### config.mk
export PLATFORM = sky130hd
export DESIGN_NAME = hazard_ctrl_flat
export DESIGN_NICKNAME = d
export VERILOG_FILES = /design/src/rtl/hazard_ctrl_pkg.sv /design/src/rtl/hazard_ctrl_if.sv /design/src/rtl/hazard_ctrl_perf_counters.sv /design/src/rtl/hazard_ctrl.sv /design/src/flat_wrapper.sv
export SDC_FILE = /design/constraint.sdc
export NUM_CORES = 1
export LEC_CHECK = 0
export BUFFER_PORTS_ARGS = -buffer_cell sky130_fd_sc_hd__buf_4
export CAP_MARGIN = 20
export CORE_MARGIN = 2
export CORE_UTILIZATION = 47
export DETAILED_ROUTE_END_ITERATION = 8
export HOLD_SLACK_MARGIN = 0.03
export PLACE_DENSITY = 0.73
export SYNTH_ARGS = -nofsm -noshare
export SYNTH_HDL_FRONTEND = slang
export SYNTH_HIERARCHICAL = 1
export SYNTH_SLANG_ARGS = --single-unit
### constraint.sdc
create_clock -name clk -period 4.5 [get_ports clk]
set_clock_uncertainty 0.15 [all_clocks]
set_input_delay 0.9 -clock clk [delete_from_list [all_inputs] [get_ports clk]]
set_output_delay 0.9 -clock clk [all_outputs]
set_load 0.01 [all_outputs]
### src/rtl/hazard_ctrl_pkg.sv
// Shared constants and types for the pipeline hazard/flush controller.
// Stall vector bits are ordered pc, if_id, id_ex, ex_mem, mem_wb, wb (1 = hold).
package hazard_ctrl_pkg;

    localparam int unsigned StallPc    = 0;
    localparam int unsigned StallIfId  = 1;
    localparam int unsigned StallIdEx  = 2;
    localparam int unsigned StallExMem = 3;
    localparam int unsigned StallMemWb = 4;

    localparam logic [5:0] StallNone = 6'b000000;
    localparam logic [5:0] StallIf   = 6'(1 << StallPc);
    localparam logic [5:0] StallLu   = StallIf | 6'(1 << StallIfId);
    localparam logic [5:0] StallMem  = StallLu | 6'(1 << StallIdEx) | 6'(1 << StallExMem)
                                     | 6'(1 << StallMemWb);

    localparam logic [31:0] ZeroWord = 32'h0000_0000;

    typedef enum logic {
        StRun   = 1'b0,
        StDrain = 1'b1
    } state_e;

    // x0 is hardwired to zero, so a load targeting it can never create a dependency.
    function automatic logic load_use_hit(
        input logic       isload,
        input logic [4:0] loadrd,
        input logic [4:0] rs1,
        input logic       rs1_read,
        input logic [4:0] rs2,
        input logic       rs2_read
    );
        return isload && (loadrd != 5'd0) &&
               ((rs1_read && (rs1 == loadrd)) || (rs2_read && (rs2 == loadrd)));
    endfunction

endpackage

### src/rtl/hazard_ctrl_if.sv
// Request/response bundle between the pipeline stages and the hazard controller.
// The master modport is the pipeline side; the slave modport is the controller.
interface hazard_ctrl_if #(
    parameter int unsigned ADDR_W = 32,
    parameter int unsigned CNT_W  = 32
);

    logic              if_stall_req;
    logic              mem_stall_req;
    logic              ex_jump_req;
    logic [ADDR_W-1:0] ex_jump_target;
    logic              ex_isload;
    logic [4:0]        ex_loadrd;
    logic [4:0]        id_rs1;
    logic [4:0]        id_rs2;
    logic              id_rs1_read;
    logic              id_rs2_read;

    logic [5:0]        stall;
    logic              ifjump;
    logic              id_kill;
    logic              if_discard;
    logic              redirect_valid;
    logic [ADDR_W-1:0] redirect_pc;
    logic [CNT_W-1:0]  cyc_cnt;
    logic [CNT_W-1:0]  stall_cnt;
    logic [CNT_W-1:0]  flush_cnt;
    logic [CNT_W-1:0]  lu_cnt;

    modport master (
        output if_stall_req, mem_stall_req, ex_jump_req, ex_jump_target,
        output ex_isload, ex_loadrd, id_rs1, id_rs2, id_rs1_read, id_rs2_read,
        input  stall, ifjump, id_kill, if_discard, redirect_valid, redirect_pc,
        input  cyc_cnt, stall_cnt, flush_cnt, lu_cnt
    );

    modport slave (
        input  if_stall_req, mem_stall_req, ex_jump_req, ex_jump_target,
        input  ex_isload, ex_loadrd, id_rs1, id_rs2, id_rs1_read, id_rs2_read,
        output stall, ifjump, id_kill, if_discard, redirect_valid, redirect_pc,
        output cyc_cnt, stall_cnt, flush_cnt, lu_cnt
    );

endinterface

### src/rtl/hazard_ctrl_perf_counters.sv
// Free-running performance counters for the hazard controller; all wrap modulo 2^CNT_W.
// Synchronous active-low reset clears every counter.
module hazard_ctrl_perf_counters #(
    parameter int unsigned CNT_W = 32
) (
    input  logic             clk,
    input  logic             rst,
    input  logic             i_stall_pc,
    input  logic             i_ifjump,
    input  logic             i_lu_hit,
    output logic [CNT_W-1:0] o_cyc_cnt,
    output logic [CNT_W-1:0] o_stall_cnt,
    output logic [CNT_W-1:0] o_flush_cnt,
    output logic [CNT_W-1:0] o_lu_cnt
);

    logic [CNT_W-1:0] r_cyc_cnt;
    logic [CNT_W-1:0] r_stall_cnt;
    logic [CNT_W-1:0] r_flush_cnt;
    logic [CNT_W-1:0] r_lu_cnt;

    always_ff @(posedge clk) begin
        if (!rst) begin
            r_cyc_cnt   <= '0;
            r_stall_cnt <= '0;
            r_flush_cnt <= '0;
            r_lu_cnt    <= '0;
        end else begin
            r_cyc_cnt <= r_cyc_cnt + CNT_W'(1);
            if (i_stall_pc) begin
                r_stall_cnt <= r_stall_cnt + CNT_W'(1);
            end
            if (i_ifjump) begin
                r_flush_cnt <= r_flush_cnt + CNT_W'(1);
            end
            if (i_lu_hit) begin
                r_lu_cnt <= r_lu_cnt + CNT_W'(1);
            end
        end
    end

    assign o_cyc_cnt   = r_cyc_cnt;
    assign o_stall_cnt = r_stall_cnt;
    assign o_flush_cnt = r_flush_cnt;
    assign o_lu_cnt    = r_lu_cnt;

endmodule

### src/rtl/hazard_ctrl.sv
// Pipeline hazard and flush controller: resolves load-use, memory-busy, fetch-busy and
// branch-redirect events, holding a redirect across an in-flight fetch (DRAIN state).
module hazard_ctrl
    import hazard_ctrl_pkg::*;
#(
    parameter int unsigned ADDR_W = 32,
    parameter int unsigned CNT_W  = 32
) (
    input  logic          clk,
    input  logic          rst,
    hazard_ctrl_if.slave  bus
);

    state_e            r_state;
    state_e            w_state_d;
    logic [ADDR_W-1:0] r_tgt;
    logic [ADDR_W-1:0] w_tgt_d;

    logic              w_lu_hit;
    logic              w_lu_event;
    logic [5:0]        w_stall;
    logic              w_ifjump;
    logic              w_id_kill;
    logic              w_if_discard;
    logic              w_redirect_valid;
    logic [ADDR_W-1:0] w_redirect_pc;
    logic [CNT_W-1:0]  w_cyc_cnt;
    logic [CNT_W-1:0]  w_stall_cnt;
    logic [CNT_W-1:0]  w_flush_cnt;
    logic [CNT_W-1:0]  w_lu_cnt;

    assign w_lu_hit = load_use_hit(bus.ex_isload, bus.ex_loadrd, bus.id_rs1, bus.id_rs1_read,
                                   bus.id_rs2, bus.id_rs2_read);

    always_comb begin
        w_stall          = StallNone;
        w_ifjump         = 1'b0;
        w_id_kill        = 1'b0;
        w_if_discard     = 1'b0;
        w_redirect_valid = 1'b0;
        w_redirect_pc    = ADDR_W'(ZeroWord);
        w_lu_event       = 1'b0;
        w_state_d        = r_state;
        w_tgt_d          = r_tgt;
        if (!rst) begin
            w_state_d = StRun;
            w_tgt_d   = '0;
        end else begin
            unique case (r_state)
                StRun: begin
                    if (bus.mem_stall_req) begin
                        // EX keeps its jump request; it is re-evaluated once MEM frees up.
                        w_stall = StallMem;
                    end else if (bus.ex_jump_req && !bus.if_stall_req) begin
                        w_ifjump         = 1'b1;
                        w_redirect_valid = 1'b1;
                        w_redirect_pc    = bus.ex_jump_target;
                    end else if (bus.ex_jump_req) begin
                        w_ifjump     = 1'b1;
                        w_stall      = StallIf;
                        w_if_discard = 1'b1;
                        w_tgt_d      = bus.ex_jump_target;
                        w_state_d    = StDrain;
                    end else if (w_lu_hit) begin
                        w_stall    = StallLu;
                        w_id_kill  = 1'b1;
                        w_lu_event = 1'b1;
                    end else if (bus.if_stall_req) begin
                        w_stall = StallIf;
                    end
                end
                StDrain: begin
                    // Wrong-path fetch still outstanding; any EX jump here is a flushed bubble.
                    w_if_discard = 1'b1;
                    w_id_kill    = 1'b1;
                    w_stall      = bus.mem_stall_req ? StallMem : StallIf;
                    if (!bus.if_stall_req && !bus.mem_stall_req) begin
                        w_redirect_valid = 1'b1;
                        w_redirect_pc    = r_tgt;
                        w_state_d        = StRun;
                    end
                end
            endcase
        end
    end

    always_ff @(posedge clk) begin
        if (!rst) begin
            r_state <= StRun;
            r_tgt   <= '0;
        end else begin
            r_state <= w_state_d;
            r_tgt   <= w_tgt_d;
        end
    end

    hazard_ctrl_perf_counters #(
        .CNT_W (CNT_W)
    ) u_perf_counters (
        .clk         (clk),
        .rst         (rst),
        .i_stall_pc  (w_stall[StallPc]),
        .i_ifjump    (w_ifjump),
        .i_lu_hit    (w_lu_event),
        .o_cyc_cnt   (w_cyc_cnt),
        .o_stall_cnt (w_stall_cnt),
        .o_flush_cnt (w_flush_cnt),
        .o_lu_cnt    (w_lu_cnt)
    );

    assign bus.stall          = w_stall;
    assign bus.ifjump         = w_ifjump;
    assign bus.id_kill        = w_id_kill;
    assign bus.if_discard     = w_if_discard;
    assign bus.redirect_valid = w_redirect_valid;
    assign bus.redirect_pc    = w_redirect_pc;
    assign bus.cyc_cnt        = w_cyc_cnt;
    assign bus.stall_cnt      = w_stall_cnt;
    assign bus.flush_cnt      = w_flush_cnt;
    assign bus.lu_cnt         = w_lu_cnt;

endmodule

### src/flat_wrapper.sv
// flat-port wrapper written by rule: the top's interface ports become plain ports
module hazard_ctrl_flat import hazard_ctrl_pkg::*;
#(
    parameter int unsigned ADDR_W = 32,
    parameter int unsigned CNT_W  = 32
)
  (clk, rst, bus_if_stall_req, bus_mem_stall_req, bus_ex_jump_req, bus_ex_jump_target, bus_ex_isload, bus_ex_loadrd, bus_id_rs1, bus_id_rs2, bus_id_rs1_read, bus_id_rs2_read, bus_stall, bus_ifjump, bus_id_kill, bus_if_discard, bus_redirect_valid, bus_redirect_pc, bus_cyc_cnt, bus_stall_cnt, bus_flush_cnt, bus_lu_cnt);
  hazard_ctrl_if #(.ADDR_W(ADDR_W), .CNT_W(CNT_W)) bus_i ();
  input  logic clk;
  input  logic rst;
  input wire logic [$bits(bus_i.if_stall_req)-1:0] bus_if_stall_req;
  input wire logic [$bits(bus_i.mem_stall_req)-1:0] bus_mem_stall_req;
  input wire logic [$bits(bus_i.ex_jump_req)-1:0] bus_ex_jump_req;
  input wire logic [$bits(bus_i.ex_jump_target)-1:0] bus_ex_jump_target;
  input wire logic [$bits(bus_i.ex_isload)-1:0] bus_ex_isload;
  input wire logic [$bits(bus_i.ex_loadrd)-1:0] bus_ex_loadrd;
  input wire logic [$bits(bus_i.id_rs1)-1:0] bus_id_rs1;
  input wire logic [$bits(bus_i.id_rs2)-1:0] bus_id_rs2;
  input wire logic [$bits(bus_i.id_rs1_read)-1:0] bus_id_rs1_read;
  input wire logic [$bits(bus_i.id_rs2_read)-1:0] bus_id_rs2_read;
  output wire logic [$bits(bus_i.stall)-1:0] bus_stall;
  output wire logic [$bits(bus_i.ifjump)-1:0] bus_ifjump;
  output wire logic [$bits(bus_i.id_kill)-1:0] bus_id_kill;
  output wire logic [$bits(bus_i.if_discard)-1:0] bus_if_discard;
  output wire logic [$bits(bus_i.redirect_valid)-1:0] bus_redirect_valid;
  output wire logic [$bits(bus_i.redirect_pc)-1:0] bus_redirect_pc;
  output wire logic [$bits(bus_i.cyc_cnt)-1:0] bus_cyc_cnt;
  output wire logic [$bits(bus_i.stall_cnt)-1:0] bus_stall_cnt;
  output wire logic [$bits(bus_i.flush_cnt)-1:0] bus_flush_cnt;
  output wire logic [$bits(bus_i.lu_cnt)-1:0] bus_lu_cnt;
  assign bus_i.if_stall_req = bus_if_stall_req;
  assign bus_i.mem_stall_req = bus_mem_stall_req;
  assign bus_i.ex_jump_req = bus_ex_jump_req;
  assign bus_i.ex_jump_target = bus_ex_jump_target;
  assign bus_i.ex_isload = bus_ex_isload;
  assign bus_i.ex_loadrd = bus_ex_loadrd;
  assign bus_i.id_rs1 = bus_id_rs1;
  assign bus_i.id_rs2 = bus_id_rs2;
  assign bus_i.id_rs1_read = bus_id_rs1_read;
  assign bus_i.id_rs2_read = bus_id_rs2_read;
  assign bus_stall = bus_i.stall;
  assign bus_ifjump = bus_i.ifjump;
  assign bus_id_kill = bus_i.id_kill;
  assign bus_if_discard = bus_i.if_discard;
  assign bus_redirect_valid = bus_i.redirect_valid;
  assign bus_redirect_pc = bus_i.redirect_pc;
  assign bus_cyc_cnt = bus_i.cyc_cnt;
  assign bus_stall_cnt = bus_i.stall_cnt;
  assign bus_flush_cnt = bus_i.flush_cnt;
  assign bus_lu_cnt = bus_i.lu_cnt;
  hazard_ctrl #(.ADDR_W(ADDR_W), .CNT_W(CNT_W)) u_core (.clk(clk), .rst(rst), .bus(bus_i));
endmodule
* Word level (Yosys, flattened, before mapping)
Index checks and enable logic that the tools add are counted.
Storage, ports and cells: bits of input ports 55, bits in registers 161, output and inout bits 170
Operators by class: equal/unequal tests 2, muxes and demuxes 37, add/subtract/negate cells 4, bitwise operators 3, reduce and logical (&&, ||, !) cells 11
Operator list (number):
- $add A32 B1 Y32 const B | 4
- $mux W32 | 4
- $pmux W32 S2 | 1
- $mux W6 | 5
- $mux W1 | 21
- $pmux W6 S2 | 1
- $eq A5 B5 Y1 | 2
- $pmux W1 S2 | 4
- $logic_and A1 B1 Y1 | 6
- $mux W5 | 1
- $reduce_bool A5 Y1 | 1
- $reduce_and A4 Y1 | 1
- $not A1 Y1 | 3
- $logic_not A1 Y1 | 2
- $logic_or A1 B1 Y1 | 1

* Logic depth before layout (Yosys ltp)
depth in word-level cells 10, depth in mapped cells 11, gate-level depth less buffers 9

* By module
Netlist, hierarchy kept.
By module, submodules not included:
- hazard_ctrl_perf_counters | cells an instance 635, instances 1, area an instance 5881.9 µm²
- hazard_ctrl | cells an instance 255, instances 1, area an instance 1975.6 µm²

* Worst setup path before layout
OpenSTA, ideal clock, no wires.
path kind input -> register, start input port bus_ex_loadrd[2], end register u_core.u_perf_counters.r_stall_cnt[24] (netlist: u_core/u_perf_counters/o_stall_cnt[24]), data required time 4235 ps, data arrival time 3562 ps, path slack 673 ps, cell stages on the path 10, path buffers 1, path through xor2_1 > nor4_2 > a32oi_1 > o21ai_0 > nand4_2 > or4_4 > buf_6 > nor4_4 > xnor2_1 > and2_1
Between the ends: cells in the longest elaborated chain, start to end 10
Ends and longest elaborated chain:
- start, declared | line flat_wrapper.sv:16 | input wire logic [$bits(bus_i.ex_loadrd)-1:0] bus_ex_loadrd;
- $eq A5 B5 Y1 | line hazard_ctrl_pkg.sv:34 | ((rs1_read && (rs1 == loadrd)) || (rs2_read && (rs2 == loadrd)));
- $logic_and A1 B1 Y1 | line hazard_ctrl_pkg.sv:34
- $logic_or A1 B1 Y1 | line hazard_ctrl_pkg.sv:34
- $logic_and A1 B1 Y1 * | line hazard_ctrl_pkg.sv:33 | return isload && (loadrd != 5'd0) &&
- $mux W6 * | line hazard_ctrl.sv:64 | end else if (w_lu_hit) begin
- $mux W6 * | line hazard_ctrl.sv:58 | end else if (bus.ex_jump_req) begin
- $mux W6 * | line hazard_ctrl.sv:54 | end else if (bus.ex_jump_req && !bus.if_stall_req) begin
- $mux W6 * | line hazard_ctrl.sv:51 | if (bus.mem_stall_req) begin
- $pmux W6 S2 * | line hazard_ctrl.sv:49 | unique case (r_state)
- $mux W6 * | line hazard_ctrl.sv:45 | if (!rst) begin
- via bus_stall[0] | line flat_wrapper.sv:21 | output wire logic [$bits(bus_i.stall)-1:0] bus_stall;
- end signal, assigned | line hazard_ctrl_perf_counters.sv:31 | r_stall_cnt <= r_stall_cnt + CNT_W'(1);
- end, declared | line hazard_ctrl_perf_counters.sv:18 | logic [CNT_W-1:0] r_stall_cnt;
The timed path passes the listed nets; every way through them passes the cells marked *. A chain may end at the register's enable or synchronous reset.

* Worst setup path in the final report
start input port bus_ex_loadrd[4], end output port bus_stall[0]
Between the ends: cells in the longest elaborated chain, start to end 10
Ends and longest elaborated chain (line):
- $eq A5 B5 Y1 | hazard_ctrl_pkg.sv:34
- $logic_and A1 B1 Y1 | hazard_ctrl_pkg.sv:34
- $logic_or A1 B1 Y1 | hazard_ctrl_pkg.sv:34
- $logic_and A1 B1 Y1 * | hazard_ctrl_pkg.sv:33
- $mux W6 * | hazard_ctrl.sv:64
- $mux W6 * | hazard_ctrl.sv:58
- $mux W6 * | hazard_ctrl.sv:54
- $mux W6 * | hazard_ctrl.sv:51
- $pmux W6 S2 * | hazard_ctrl.sv:49
- $mux W6 * | hazard_ctrl.sv:45
- end, declared | flat_wrapper.sv:21
Mark *: on every way between the ends. The rest lies on a longest branch, timed or not.

==> metrics.yaml <==
worst_setup_path:
  r2r_start: "u_core/r_state"
  start_kind: "input pin"
  crit_path_max_fanout: 4
  r2r_end: "u_core/u_perf_counters/o_stall_cnt[24]"
  worst_ep_required_time_ps: 3450
  reg2reg_slack_ps: 1420
  worstSetupPathType: "in -> out"
  cp-end-kind: "primary output"
  worst_ep_arrival_time_ps: 2550
  reg2regPathDepth: 7
clocking:
  cts_tree: "yes"
  clock_latency_ps: 420
  cts_max_path_buffers: 2
  root_buffer: "clkbuf_16"
  ctsHoldBuffers: 0
  cts_setup_buffers: 0
  numCtsBuffers: 17
  cts-htree-levels: 4
  cts.clk_slew.worst_paths_ps: 60
  cts_resized: 0
  cts.sinks: 161
synth:
  syn-num-nets: 949
  synth_cell_types: 46
  synth_simple_gate_area_share_pct: 31.3
  synth_xor_area_share_pct: 12.7
  synth_top_family_by_area: "simple AND/OR/NAND/NOR gates"
  synth_edf_count: 0
  synth_seq_area_share_pct: 41.0
  muxShareOfSynthArea_pct: 3.31
  async_flop_share_pct: 0
  avgSynthCellArea_sq_um: 8.83
  synth_area_sq_um: 7860
  synthCells: 890
  synthFlopType: "dfxtp_1"
  synth_compound_area_share_pct: 7.58
  ys_ff_latch: 161
  yosys_warnings: 6
  synthAdderAreaFrac_pct: 0.637
floorplan:
  pin_count: 225
  die_w_um: 133
  num_rows: 47
  die_area_sq_um: 17800
  dieHeight_um: 133
  core-area_sq_um: 16500
  start_util_pct: 47.7
finish:
  fin_nets: 1159
  final_layout_size_suffix_gt1_share_pct: 25.6
  num_antenna_cells: 0
  syn2layout_area_growth_pct: 31.4
grt:
  grt_max_degree: 111
  antenna_found_initial: 0
  grt.overflow.total: 0
  grt.total_usage_pct: 21.1
  grt_pass1_vias: 6185
  grt_first_pass_wirelength_um: 30700
timing:
  fin_crit_sh_pct: 79.9
  setup_viol: 0
  fin_crit_ps: 3600
  final_max_slew_viol_count: 0
  worst_slew_pin_slew_ps: 1090
  grt_setup_unrepaired: "false"
  max_slew_margin_pct: 27.3
  fmax_mhz: 278
  tns_ps: 0
  hold_viol: 0
power_and_ir_drop:
  combinationalPowerShare_pct: 5.5
  p_int_mw: 2.50
  swShare_pct: 21.5
  seq_power_share_pct: 45.7
  clockPowerShare_pct: 48.9
  p_leak_nw: 4.27
  power.density_nw_per_um2: 309
  report.power.total_mw: 3.19
  peakVddDrop_v: 0.000254
  p_switching_uw: 686
detailed_routing:
  viasPerCell: 5.14
  routed_wl_um: 19200
  vias: 6845
  drt_pass1_iterations: 4
  drt_iter0_drc: 367
  routedWlPerCell_um: 14.4
  remaining_drc_errors: 0
  ant_nets: 0
hold_path:
  hold_depth: 2
  holdPathEnd: "u_core/r_tgt[29]"
  hold_path_class: "reg -> reg"
  min-delay-start: "u_core/r_tgt[29]"
place:
  hpwl_um: 13500
  portBuffers: 223
  gp_congestion: 0.790
run:
  drv_cap: 0
run_status:
  status: "completed"
## power groups by stage
stage / combinational (mW) / sequential (mW) / clock [mW]
after CTS: 0.176 / 1.46 / 1.59
after floorplan: 0.0970 / 1.48 / 0
after detailed placement: 0.176 / 1.49 / 0
after global routing: 0.191 / 1.46 / 1.65
after global placement: 0.172 / 1.49 / 0
final: 0.175 / 1.46 / 1.56
## layer usage
layer  part of all wire, %  global-route usage [%]  up-vias
li1                      -                       -     3454
met1                    45                    26.6     3191
met2                    48                    35.6      174
met3                   5.7                    4.87       26
met4                   1.7                    7.09        0
met5                     0                       0        -
## kinds of logic after synthesis
family | Yosys count
xor+xnor | 114
compound gates | 84
buf+inv | 56
fa+ha+maj | 4
other cells | 1
simple gates | 444
mux | 26
flops | 161
## worst max-delay path by stage
| stage | from | end | slack [ps] | cells past startpoint |
|---|---|---|---|---|
| after floorplan | bus_ex_loadrd[2] | u_core/u_perf_counters/o_stall_cnt[24] | 670 | 10 |
| after global placement | bus_ex_loadrd[2] | u_core/u_perf_counters/o_stall_cnt[24] | 670 | 10 |
| after detailed placement | bus_ex_loadrd[2] | u_core/u_perf_counters/o_stall_cnt[24] | 650 | 10 |
| after CTS | bus_ex_loadrd[4] | bus_stall[0] | 870 | 7 |
| after global routing | bus_ex_loadrd[4] | bus_stall[0] | 770 | 7 |
| final | bus_ex_loadrd[4] | bus_stall[0] | 900 | 7 |
## worst max-delay path, cell delays in order
cell,delay [ps]
buf_4,130
xor2_1,150
nor4_1,300
a32oi_1,150
o21ai_0,520
buf_4,250
buf_4,130
## cell usage in the layout (no fill, tap or decap), types with 12 or more instances in the layout
| cell | count |
|---|---|
| nor2_1 | 51 |
| dfxtp_1 | 160 |
| nand3_1 | 44 |
| inv_1 | 12 |
| nand4_1 | 53 |
| xor2_1 | 31 |
| xnor2_1 | 83 |
| buf_4 | 234 |
| nand2_1 | 109 |
| mux2i_1 | 26 |
| o21ai_0 | 16 |
| clkbuf_16 | 17 |
| a21boi_1 | 21 |
| and2_1 | 100 |
| and3_1 | 17 |
| nor2b_1 | 13 |
| a21boi_0 | 23 |
## stage by stage
step | instance area [sq um] | instances | utilization (%) | setup WS (ps) | hold slack (ps)
after floorplan | 7860 | 890 | - | 673 | 285
after global placement | 9670 | 1300 | 58.7 | 673 | 289
after detailed placement | 9680 | 1301 | 58.8 | 653 | 295
after CTS | 10300 | 1332 | 62.7 | 867 | 303
after global routing | 10300 | 1332 | 62.7 | 767 | 323
final | 10300 | 1332 | 62.7 | 903 | 301
## cell usage after synthesis, types with 6 or more instances
library cell,n,area share (%)
nor2b_1,13,1.0
and2_1,100,8.0
a22oi_1,10,0.96
a21boi_1,21,2.0
nand2b_1,6,0.48
nor3_1,6,0.38
dfxtp_1,161,41
o21ai_0,16,1.0
a21boi_0,23,2.2
nand3_1,44,2.8
nor2_1,51,2.4
and4_1,8,0.89
and3_1,17,1.4
xor2_1,31,3.5
clkbuf_1,27,1.3
buf_2,7,0.45
inv_1,12,0.57
nand2_1,109,5.2
nand4_1,53,4.2
or3_1,11,0.88
mux2i_1,26,3.3
xnor2_1,83,9.3
o31ai_1,6,0.57
## registers in the layout, summed over array words and instances, names as in the netlist
name and cells:
u_core/r_state 1, u_core/r_tgt 32, u_core/u_perf_counters/o_cyc_cnt 32, u_core/u_perf_counters/o_flush_cnt 32, u_core/u_perf_counters/o_lu_cnt 32, u_core/u_perf_counters/o_stall_cnt 32
## area by class of cell
type                       instances  area (sq um)
multi-input combinational        673          4370
sequential                       161          3220
inverter                          12          45.0
fill                            1425          6140
tap                              220           275
timing repair buffer             235          1770
clock inverter                    11           178
clock buffer                      20           467
Note: power is estimated with default switching activity, not from simulation.
